`config.mk`:
```
export PLATFORM = sky130hd
export DESIGN_NAME = if_fetch_stage
export DESIGN_NICKNAME = d
export VERILOG_FILES = /design/src/rtl/cpu_pkg.sv /design/src/rtl/fetch_fifo.sv /design/src/rtl/if_fetch_stage.sv
export SDC_FILE = /design/constraint.sdc
export NUM_CORES = 1
export LEC_CHECK = 0
export CAP_MARGIN = 40
export CORE_MARGIN = 2
export CORE_UTILIZATION = 57
export CTS_CLUSTER_DIAMETER = 80
export CTS_CLUSTER_SIZE = 24
export DETAILED_ROUTE_END_ITERATION = 16
export PLACE_DENSITY = 0.84
export SETUP_SLACK_MARGIN = 0.2
export SLEW_MARGIN = 20
export SYNTH_ARGS = -nofsm -noshare
export SYNTH_HDL_FRONTEND = slang
export SYNTH_SLANG_ARGS = --single-unit
```
`constraint.sdc`:
```
create_clock -name clk -period 15.55 [get_ports clk]
set_input_delay 1.555 -clock clk [delete_from_list [all_inputs] [get_ports clk]]
set_output_delay 1.555 -clock clk [all_outputs]
set_load 0.05 [all_outputs]
```
`src/rtl/cpu_pkg.sv`:
```
// Shared CPU definitions used by the fetch front end.
//   XLEN     : architectural address / instruction width
//   RESET_PC : PC loaded while reset is asserted
//   NOP      : instruction word presented to decode when nothing is valid
//   fetch_state_e : fetch sequencer states (BOOT, RUN, FLUSH)
package cpu_pkg;

    localparam int          XLEN     = 32;
    localparam logic [31:0] RESET_PC = 32'h0000_0000;
    localparam logic [31:0] NOP      = 32'h0000_0000;

    typedef enum logic [1:0] {
        BOOT  = 2'd0,
        RUN   = 2'd1,
        FLUSH = 2'd2
    } fetch_state_e;

endpackage

```
`src/rtl/fetch_fifo.sv`:
```
// Fetch buffer: DEPTH entries of {pc, instr}, plus a PC tag queue.
// The tag queue is written when a fetch request is accepted and read when
// the matching response is pushed, so each stored word carries its own PC.
// Ports:
//   clk, rst_n    : clock, asynchronous active-low reset
//   flush         : clears both queues (takes priority over push/pop)
//   tag_push      : record tag_pc for a request accepted this cycle
//   tag_pc        : PC of that request
//   push          : store push_instr with the oldest tag
//   push_instr    : returned instruction word
//   pop           : drop the head entry
//   full, empty   : entry-queue status
//   count         : number of stored entries
//   head_pc/instr : head entry fields
module fetch_fifo #(
    parameter int  XLEN  = 32,
    parameter int  DEPTH = 2,
    localparam int AW    = $clog2(DEPTH),
    localparam int CW    = AW + 1
) (
    input  logic            clk,
    input  logic            rst_n,
    input  logic            flush,
    input  logic            tag_push,
    input  logic [XLEN-1:0] tag_pc,
    input  logic            push,
    input  logic [XLEN-1:0] push_instr,
    input  logic            pop,
    output logic            full,
    output logic            empty,
    output logic [CW-1:0]   count,
    output logic [XLEN-1:0] head_pc,
    output logic [XLEN-1:0] head_instr
);

    logic [2*XLEN-1:0] mem     [DEPTH];
    logic [XLEN-1:0]   tag_mem [DEPTH];
    logic [AW-1:0]     wp, rp, tag_wp, tag_rp;
    logic [CW-1:0]     cnt;

    always_ff @(posedge clk or negedge rst_n) begin
        if (!rst_n) begin
            wp     <= '0;
            rp     <= '0;
            tag_wp <= '0;
            tag_rp <= '0;
            cnt    <= '0;
        end else if (flush) begin
            wp     <= '0;
            rp     <= '0;
            tag_wp <= '0;
            tag_rp <= '0;
            cnt    <= '0;
        end else begin
            if (tag_push) tag_wp <= tag_wp + AW'(1);
            if (push) begin
                wp     <= wp + AW'(1);
                tag_rp <= tag_rp + AW'(1);
            end
            if (pop) rp <= rp + AW'(1);
            cnt <= cnt + CW'(push) - CW'(pop);
        end
    end

    // Storage carries no reset; contents are only observed through the head
    // when the queue is non-empty.
    always_ff @(posedge clk) begin
        if (tag_push && !flush) tag_mem[tag_wp] <= tag_pc;
        if (push && !flush)     mem[wp]         <= {tag_mem[tag_rp], push_instr};
    end

    assign count      = cnt;
    assign full       = (cnt == CW'(DEPTH));
    assign empty      = (cnt == '0);
    assign head_pc    = mem[rp][2*XLEN-1:XLEN];
    assign head_instr = mem[rp][XLEN-1:0];

endmodule

```
`src/rtl/if_fetch_stage.sv`:
```
// Instruction-fetch front end. Owns the PC, issues in-order requests to
// instruction memory under a credit limit of DEPTH, buffers responses and
// presents {pc, instr, pc+4} to decode. Redirects from EX flush the buffer
// and discard responses to requests that were already in flight.
// Ports:
//   clk, reset          : clock, asynchronous active-low reset
//   redirect_valid/pc   : taken branch/jump target from EX
//   imem_req_valid/addr : fetch request to instruction memory
//   imem_req_ready      : memory accepts the request
//   imem_rsp_valid/data : in-order instruction word returned
//   id_valid            : head entry available to decode
//   id_instr/pc/pc_plus4: head entry contents (zero when empty)
//   id_ready            : decode consumes the head entry
module if_fetch_stage
    import cpu_pkg::*;
#(
    parameter int              XLEN     = cpu_pkg::XLEN,
    parameter logic [XLEN-1:0] RESET_PC = cpu_pkg::RESET_PC,
    parameter int              DEPTH    = 2
) (
    input  logic            clk,
    input  logic            reset,
    input  logic            redirect_valid,
    input  logic [XLEN-1:0] redirect_pc,
    output logic            imem_req_valid,
    output logic [XLEN-1:0] imem_req_addr,
    input  logic            imem_req_ready,
    input  logic            imem_rsp_valid,
    input  logic [XLEN-1:0] imem_rsp_data,
    output logic            id_valid,
    output logic [XLEN-1:0] id_instr,
    output logic [XLEN-1:0] id_pc,
    output logic [XLEN-1:0] id_pc_plus4,
    input  logic            id_ready
);

    localparam int CW = $clog2(DEPTH) + 1;

    fetch_state_e    state_q, state_d;
    logic [XLEN-1:0] pc_q;
    logic [CW-1:0]   outstanding_q, outstanding_d;
    logic [CW-1:0]   drop_q, drop_d;
    logic [CW-1:0]   fifo_count;
    logic            fifo_full, fifo_empty;
    logic [XLEN-1:0] head_pc, head_instr;
    logic            req_fire, rsp_ok, rsp_push, pop;

    // Credit covers both in-flight requests and buffered words, so a
    // response always finds a free FIFO slot.
    assign imem_req_valid = (state_q == RUN) &&
                            ((outstanding_q + fifo_count) < CW'(DEPTH));
    assign imem_req_addr  = pc_q;
    assign req_fire       = imem_req_valid && imem_req_ready;

    // A response with nothing owed is a protocol error and is ignored.
    assign rsp_ok   = imem_rsp_valid && ((outstanding_q != '0) || (drop_q != '0));
    assign rsp_push = rsp_ok && (state_q == RUN) && (outstanding_q != '0) &&
                      !redirect_valid;
    assign pop      = id_ready && !fifo_empty;

    always_comb begin
        state_d       = state_q;
        outstanding_d = outstanding_q;
        drop_d        = drop_q;
        if (redirect_valid) begin
            // Everything owed by memory becomes stale: live requests, any
            // already being dropped, and one firing right now. A response
            // landing this cycle settles one of them.
            drop_d        = outstanding_q + drop_q + CW'(req_fire) - CW'(rsp_ok);
            outstanding_d = '0;
            state_d       = (drop_d != '0) ? FLUSH : RUN;
        end else begin
            case (state_q)
                BOOT:  state_d = RUN;
                RUN:   outstanding_d = outstanding_q + CW'(req_fire) - CW'(rsp_ok);
                FLUSH: begin
                    drop_d = drop_q - CW'(rsp_ok);
                    if (drop_d == '0) state_d = RUN;
                end
                default: state_d = BOOT;
            endcase
        end
    end

    always_ff @(posedge clk or negedge reset) begin
        if (!reset) begin
            state_q       <= BOOT;
            pc_q          <= RESET_PC;
            outstanding_q <= '0;
            drop_q        <= '0;
        end else begin
            state_q       <= state_d;
            outstanding_q <= outstanding_d;
            drop_q        <= drop_d;
            if (redirect_valid) pc_q <= redirect_pc;
            else if (req_fire)  pc_q <= pc_q + XLEN'(4);
        end
    end

    fetch_fifo #(
        .XLEN  (XLEN),
        .DEPTH (DEPTH)
    ) u_fifo (
        .clk        (clk),
        .rst_n      (reset),
        .flush      (redirect_valid),
        .tag_push   (req_fire),
        .tag_pc     (pc_q),
        .push       (rsp_push),
        .push_instr (imem_rsp_data),
        .pop        (pop),
        .full       (fifo_full),
        .empty      (fifo_empty),
        .count      (fifo_count),
        .head_pc    (head_pc),
        .head_instr (head_instr)
    );

    assign id_valid    = !fifo_empty;
    assign id_instr    = fifo_empty ? XLEN'(NOP) : head_instr;
    assign id_pc       = fifo_empty ? '0 : head_pc;
    assign id_pc_plus4 = fifo_empty ? '0 : head_pc + XLEN'(4);

    a_no_spurious_rsp: assert property (@(posedge clk) disable iff (!reset)
        !(imem_rsp_valid && (outstanding_q == '0) && (drop_q == '0)));

    a_no_overflow: assert property (@(posedge clk) disable iff (!reset)
        !(rsp_push && fifo_full && !pop));

endmodule

```
==> After elaboration in Yosys (flattened, before gate mapping) <==
Memories as Yosys holds them, arrays and structs flattened.
Cells that the tools add are included.
{ "totals": {"output_inout_bits": 130, "n_memories": 2, "romBits": 0, "latch_bits": 0, "ram_bits": 192, "in_bits": 70, "wordCells": 81, "reg_bits": 44} }
{ "op_classes": {"n_lt_le_gt_ge": 1, "mux": 26, "div": 0, "n_addsub": 15, "n_eq_ne": 4, "multipliers": 0, "shift": 0, "reduce_logical": 24, "bitwise_logic": 0} }
{ "mem_list": {"columns": ["memory", "depth", "width", "rd", "rd_clocked_by_memory_dff", "wr", "line", "text"], "rows": [
  ["u_fifo.mem", 2, 64, 1, 0, 1, "fetch_fifo.sv:36", "logic [2*XLEN-1:0] mem [DEPTH];"],
  ["u_fifo.tag_mem", 2, 32, 1, 0, 1, "fetch_fifo.sv:37", "logic [XLEN-1:0] tag_mem [DEPTH];"]
]} }
{ "op_table": {"columns": ["op", "count"], "rows": [
  ["2-to-1 mux 32 bit", 5],
  ["adder 32 x 3 -> 32 bit, second input constant", 2],
  ["2-to-1 mux 2 bit", 8],
  ["nonzero test 2 bit", 8],
  ["2-to-1 mux 1 bit", 12],
  ["logical AND 1 bit", 9],
  ["subtractor 2 x 1 -> 2 bit", 4],
  ["adder 2 x 1 -> 2 bit", 3],
  ["zero test 2 bit", 3],
  ["one-hot mux 2 bit (3 select lines)", 1],
  ["adder 1 bit, second input constant", 4],
  ["adder 2 bit", 2],
  ["!= test 3 bit, second input constant", 1],
  ["equality test 2 x 1 -> 1 bit, second input constant", 1],
  ["equality test 2 bit, second input constant", 1],
  ["zero test 1 bit", 2],
  ["less-than comparator 2 bit, second input constant", 1],
  ["!= test 2 bit, second input constant", 1],
  ["AND reduction 2 bit", 1],
  ["logical OR 1 bit", 1]
]} }

==> Depth between registers and ports, before layout <==
{ "logic_depth": {"depth_word": 9, "depth_mapped": 12, "depth_no_buf": 9} }

==> Modules after synthesis <==
Synthesis repeated with hierarchy kept, for this count alone.
{ "unflattened": {"cells_unflattened": 779, "area_unflattened_um2": 11133.2} }
{ "by_module_without_submodules": {"columns": ["mod", "cells_each", "n_inst", "area_per_inst_um2"], "rows": [
  ["fetch_fifo", 327, 1, 7457.2],
  ["if_fetch_stage", 452, 1, 3676.0]
]} }

==> Worst setup path after synthesis <==
OpenSTA, ideal clock, no wires.
{ "synth_path": {"path_kind": "input to register", "from": "input redirect_valid", "to": "memory u_fifo.mem[0][0] in the netlist's numbering (enable)", "slack_ns": 8.414, "required_ns": 14.985, "n_path_buf": 3, "cell_stages": 4, "t_arrival_ns": 6.571, "cell_sequence": "clkbuf_1 -> clkbuf_1 -> clkbuf_1 -> nor3_1"} }
{ "synth_between": {"elab_chain_len": 5} }
{ "synth_rtl": {"columns": ["item", "line", "text"], "rows": [
  ["from (decl)", "if_fetch_stage.sv:23", "input logic redirect_valid,"],
  ["zero test 1 bit (*)", "fetch_fifo.sv:69, if_fetch_stage.sv:58", null],
  ["logical AND 1 bit", "if_fetch_stage.sv:57", "assign rsp_push = rsp_ok && (state_q == RUN) && (outstanding_q != '0) &&"],
  ["logical AND 1 bit (*)", "fetch_fifo.sv:69", "if (push && !flush) mem[wp] <= {tag_mem[tag_rp], push_instr};"],
  ["2-to-1 mux 1 bit (*)", "fetch_fifo.sv:69", null],
  ["2-to-1 mux 1 bit (implied by the code) (*)", "fetch_fifo.sv:69", null],
  ["to (decl)", "fetch_fifo.sv:36", null]
]} }
Every way passes the cells marked *; elsewhere a longest branch is shown, timed or not.

==> Final worst setup path <==
{ "layout_path": {"from": "register u_fifo.rp", "to": "output id_pc_plus4[23]"} }
{ "layout_between": {"elab_chain_len": 3} }
{ "layout_rtl": {"columns": ["item", "line", "text"], "rows": [
  ["from (decl)", "fetch_fifo.sv:38", "logic [AW-1:0] wp, rp, tag_wp, tag_rp;"],
  ["from (signal assigned)", "fetch_fifo.sv:60", "if (pop) rp <= rp + AW'(1);"],
  ["memory (2 x 64 bit)", null, null],
  ["adder 32 x 3 -> 32 bit", "if_fetch_stage.sv:122", "assign id_pc_plus4 = fifo_empty ? '0 : head_pc + XLEN'(4);"],
  ["2-to-1 mux 32 bit", "if_fetch_stage.sv:122", null],
  ["to (decl)", "if_fetch_stage.sv:33", "output logic [XLEN-1:0] id_pc_plus4,"]
]} }
No other way between the ends.

==> run_results.csv <==
group,metric,value,unit
worst_setup_path,crit_path_start_kind,"register",
clock_network,cts_resized,0,
logic_synthesis,syn_nets,885,
logic_synthesis,synth_area,10700,sq um
timing,setup-tns-final,0,ns
clock_network,cts_buffers,14,
timing,setup_slack,9.70,ns
clock_network,hold_buffers,0,
cells_and_area,fillers,1267,
floorplan,io_pins,200,
outcome,status,"completed",
power_and_ir_drop,vdd_drop_max,0.0996,mV
hold_path,hp-class,"register to register",
floorplan,die_w,141,um
global_route,top_usage_layer,"met2",
placement,dp_slack,10.05,ns
global_route,grt_pass1_wl,36300,um
drt,vias_per_cell,5.73,
placement,routabilityCongestion,0.860,
drt,first_pass_iters,6,
drt,ant_nets,0,
clock_network,worstSkewPairLatency,0.48,ns
cells_and_area,diodes,0,
global_route,use_met3,3.80,%
job,max_cap_viol_count,0,
timing,finalCriticalPeriod,5.85,ns
timing,drv_slew,0,
worst_setup_path,cp-end-kind,"primary output",
logic_synthesis,synth.largest_area_cell,"edfxtp_1",
clock_network,clkTransAtPathRegs,0.09,ns
logic_synthesis,synth_seq_cells,236,
worst_setup_path,crit_slowest_cell,"clkdlybuf4s50_1",
cells_and_area,layout-drive-gt1-share,8.97,%
worst_setup_path,crit_required,14.00,ns
timing,max_slew_margin,42.0,%
global_route,overflow,0,
timing,setup_viol_count_final,0,
worst_setup_path,cp_slowest_stage_delay,0.87,ns
logic_synthesis,synth_edf_count,192,
global_route,antenna_found_initial,0,
timing,finalHoldViolCount,0,
clock_network,cts_max_path_buffers,3,
floorplan,coreArea,18500,sq um
global_route,grtUsageMet2,37.8,%
global_route,grt_pass1_vias,6923,
floorplan,initial_utilization,57.7,%
placement,hpwl,15800,um
worst_setup_path,worstPathArrival,4.30,ns
logic_synthesis,yosysSeqAreaShare,64.3,%
clock_network,cts-root-buf,"clkbuf_16",
global_route,grt_util_met1,32.4,%
drt,wl_per_cell,18.9,um
floorplan,die-area,19900,sq um
clock_network,post_cts_buffers,0,
timing,fin_worst_skew,0.0242,ns
global_route,grt.total_usage,23.0,%
clock_network,clock-sinks,236,
logic_synthesis,netlist-cell-type-count,64,
floorplan,die_height,141,um
logic_synthesis,ys.flop_type,"edfxtp_1",
worst_setup_path,crit_type,"register to primary output",
timing,rsz0062_at_grt,"false",
logic_synthesis,netlist_top_cells_area,"edfxtp_1 54%, dfrtp_1 10%, mux2i_1 5.8%",
logic_synthesis,syn_inst,808,
logic_synthesis,ys.warnings.count,0,
timing,max_freq,171,MHz
cells_and_area,nNetsFinal,1072,
power_and_ir_drop,p_leak,4.45,nW
drt,drc,0,
drt,dr.first_iter.drc_count,455,
drt,via_count,7094,
global_route,grt_max_degree,84,
logic_synthesis,syn_area_per_cell,13.2,sq um
placement,portBuffers,199,
logic_synthesis,synth_top_area_share,54.0,%
worst_setup_path,cp_cell_sequence,"nand4b_1 -> a22oi_1 -> nand4_1 -> o31a_1 -> nor3_1 -> clkdlybuf4s50_1",
timing,layout_worst_path_cycle_share,37.6,%
clock_network,cts_tree,"yes",
logic_synthesis,async_flop_share,18.6,%
drt,drt_wl_total,23300,um
floorplan,rows,50,
timing,worst_slew_pin_slew,0.864,ns
worst_setup_path,path_max_fanout,30,
cells_and_area,synthToLayoutAreaGrowth,25.3,%
power_and_ir_drop,power_density,173,nW/um^2
clock_network,htreeDepth,1,
## worst max-delay path: cells and delay by family (launching register included)
family / cells / cell delay (ns)
AND/OR/NAND/NOR: 3 / 1.25
AO/OA/AOI/OAI: 2 / 1.03
buffers and inverters: 1 / 0.87
flip-flops: 1 / 0.65
## cell usage in the layout (no fill, tap or decap), types with 3 or more instances in the layout
cell type        instances
clkdlybuf4s50_1        197
edfxtp_1               192
nor2_1                 100
mux2i_1                 62
nand2_1                 45
dfrtp_1                 43
mux2_2                  39
xnor2_1                 31
o21ai_0                 30
nand3_1                 21
nand4_1                 18
nor4_1                  18
inv_1                   16
clkbuf_16               15
and2_1                  13
nor3_1                  11
nand2b_1                 9
buf_4                    9
nor3b_1                  8
a31oi_1                  8
a221o_1                  8
and4_1                   7
xor2_1                   6
and3_1                   6
a2111oi_0                6
ha_1                     6
o31a_1                   5
a21oi_1                  5
clkbuf_1                 5
nand4b_1                 4
o31ai_1                  4
or3_1                    3
buf_16                   3
## logic make-up after synthesis
| family | Yosys count | share of synthesized area, % |
|---|---|---|
| XOR/XNOR | 39 | 3.34 |
| flip-flops | 236 | 64.3 |
| buffers and inverters | 59 | 2.60 |
| adder cells (fa/ha/maj) | 7 | 0.890 |
| multiplexers | 102 | 10.0 |
| AO/OA/AOI/OAI | 83 | 5.35 |
| AND/OR/NAND/NOR | 282 | 13.5 |
## metrics by stage
stage	hold slack (ns)	utilization (%)	instance area, sq um	power, mW	std cells
floorplan	0.519	-	10700	1.59	808
global route	0.527	72.3	13400	2.42	1237
global placement	0.482	69.3	12800	1.92	1208
finish	0.501	72.3	13400	2.32	1237
CTS	0.506	71.8	13300	2.31	1233
detailed placement	0.487	69.4	12900	1.94	1209
## metal layers
| layer | share of wire [%] | vias to the layer above |
|---|---|---|
| li1 | - | 3369 |
| met1 | 44 | 3457 |
| met2 | 47 | 240 |
| met3 | 6.5 | 28 |
| met4 | 2.0 | 0 |
| met5 | 0 | - |
## power breakdown
| part | switching (mW) | internal (mW) |
|---|---|---|
| combinational | 0.765 | 0.385 |
| sequential | 0.0527 | 0.741 |
| clock | 0.196 | 0.182 |
| total | 1.01 | 1.31 |
## cell type report
cell class,instances,area [sq um],area share [%]
Timing Repair Buffer,213,2170,16.2
Tap cell,234,293,2.19
Multi-Input combinational cell,513,3560,26.6
Sequential cell,236,6870,51.3
Clock buffer,20,394,2.94
Clock inverter,4,36.3,0.271
Inverter,17,63.8,0.477
## worst paths after layout
| check | cells after the start | to | slack [ns] | startpoint |
|---|---|---|---|---|
| setup / recovery | 6 | id_pc_plus4[23] | 9.70 | u_fifo.rp |
| hold / removal | 0 | u_fifo.tag_mem[1][0] | 0.50 | imem_req_addr[0] |
| setup reg to reg | 9 | outstanding_q[1] | 12.69 | state_q[1] |
| hold reg to reg | 0 | u_fifo.tag_mem[1][0] | 0.50 | imem_req_addr[0] |
| max in group asynchronous | 2 | imem_req_addr[15] | 14.03 | reset |
| min in group asynchronous | 1 | imem_req_addr[28] | 1.01 | reset |
## sequential cells by signal (all words and copies together), names as in the netlist
| signal | count |
|---|---|
| u_fifo.mem | 128 |
| u_fifo.tag_mem | 64 |
| imem_req_addr | 32 |
| drop_q | 2 |
| outstanding_q | 2 |
| state_q | 2 |
| u_fifo.count | 2 |
| u_fifo.rp | 1 |
| u_fifo.tag_rp | 1 |
| u_fifo.tag_wp | 1 |
| u_fifo.wp | 1 |
## cells in the mapped netlist (all sizes together) (4+ instances only)
| cell | count |
|---|---|
| a2111oi | 6 |
| a21oi | 6 |
| a221o | 8 |
| a31oi | 8 |
| and2 | 14 |
| and3 | 6 |
| and4 | 7 |
| buf | 18 |
| clkbuf | 24 |
| dfrtp | 44 |
| edfxtp | 192 |
| ha | 6 |
| inv | 16 |
| mux2 | 40 |
| mux2i | 62 |
| nand2 | 45 |
| nand2b | 9 |
| nand3 | 21 |
| nand4 | 20 |
| nand4b | 4 |
| nor2 | 101 |
| nor3 | 13 |
| nor3b | 8 |
| nor4 | 19 |
| o21ai | 30 |
| o31a | 5 |
| o31ai | 4 |
| xnor2 | 32 |
| xor2 | 7 |
Power figures use the tool's default switching activity.
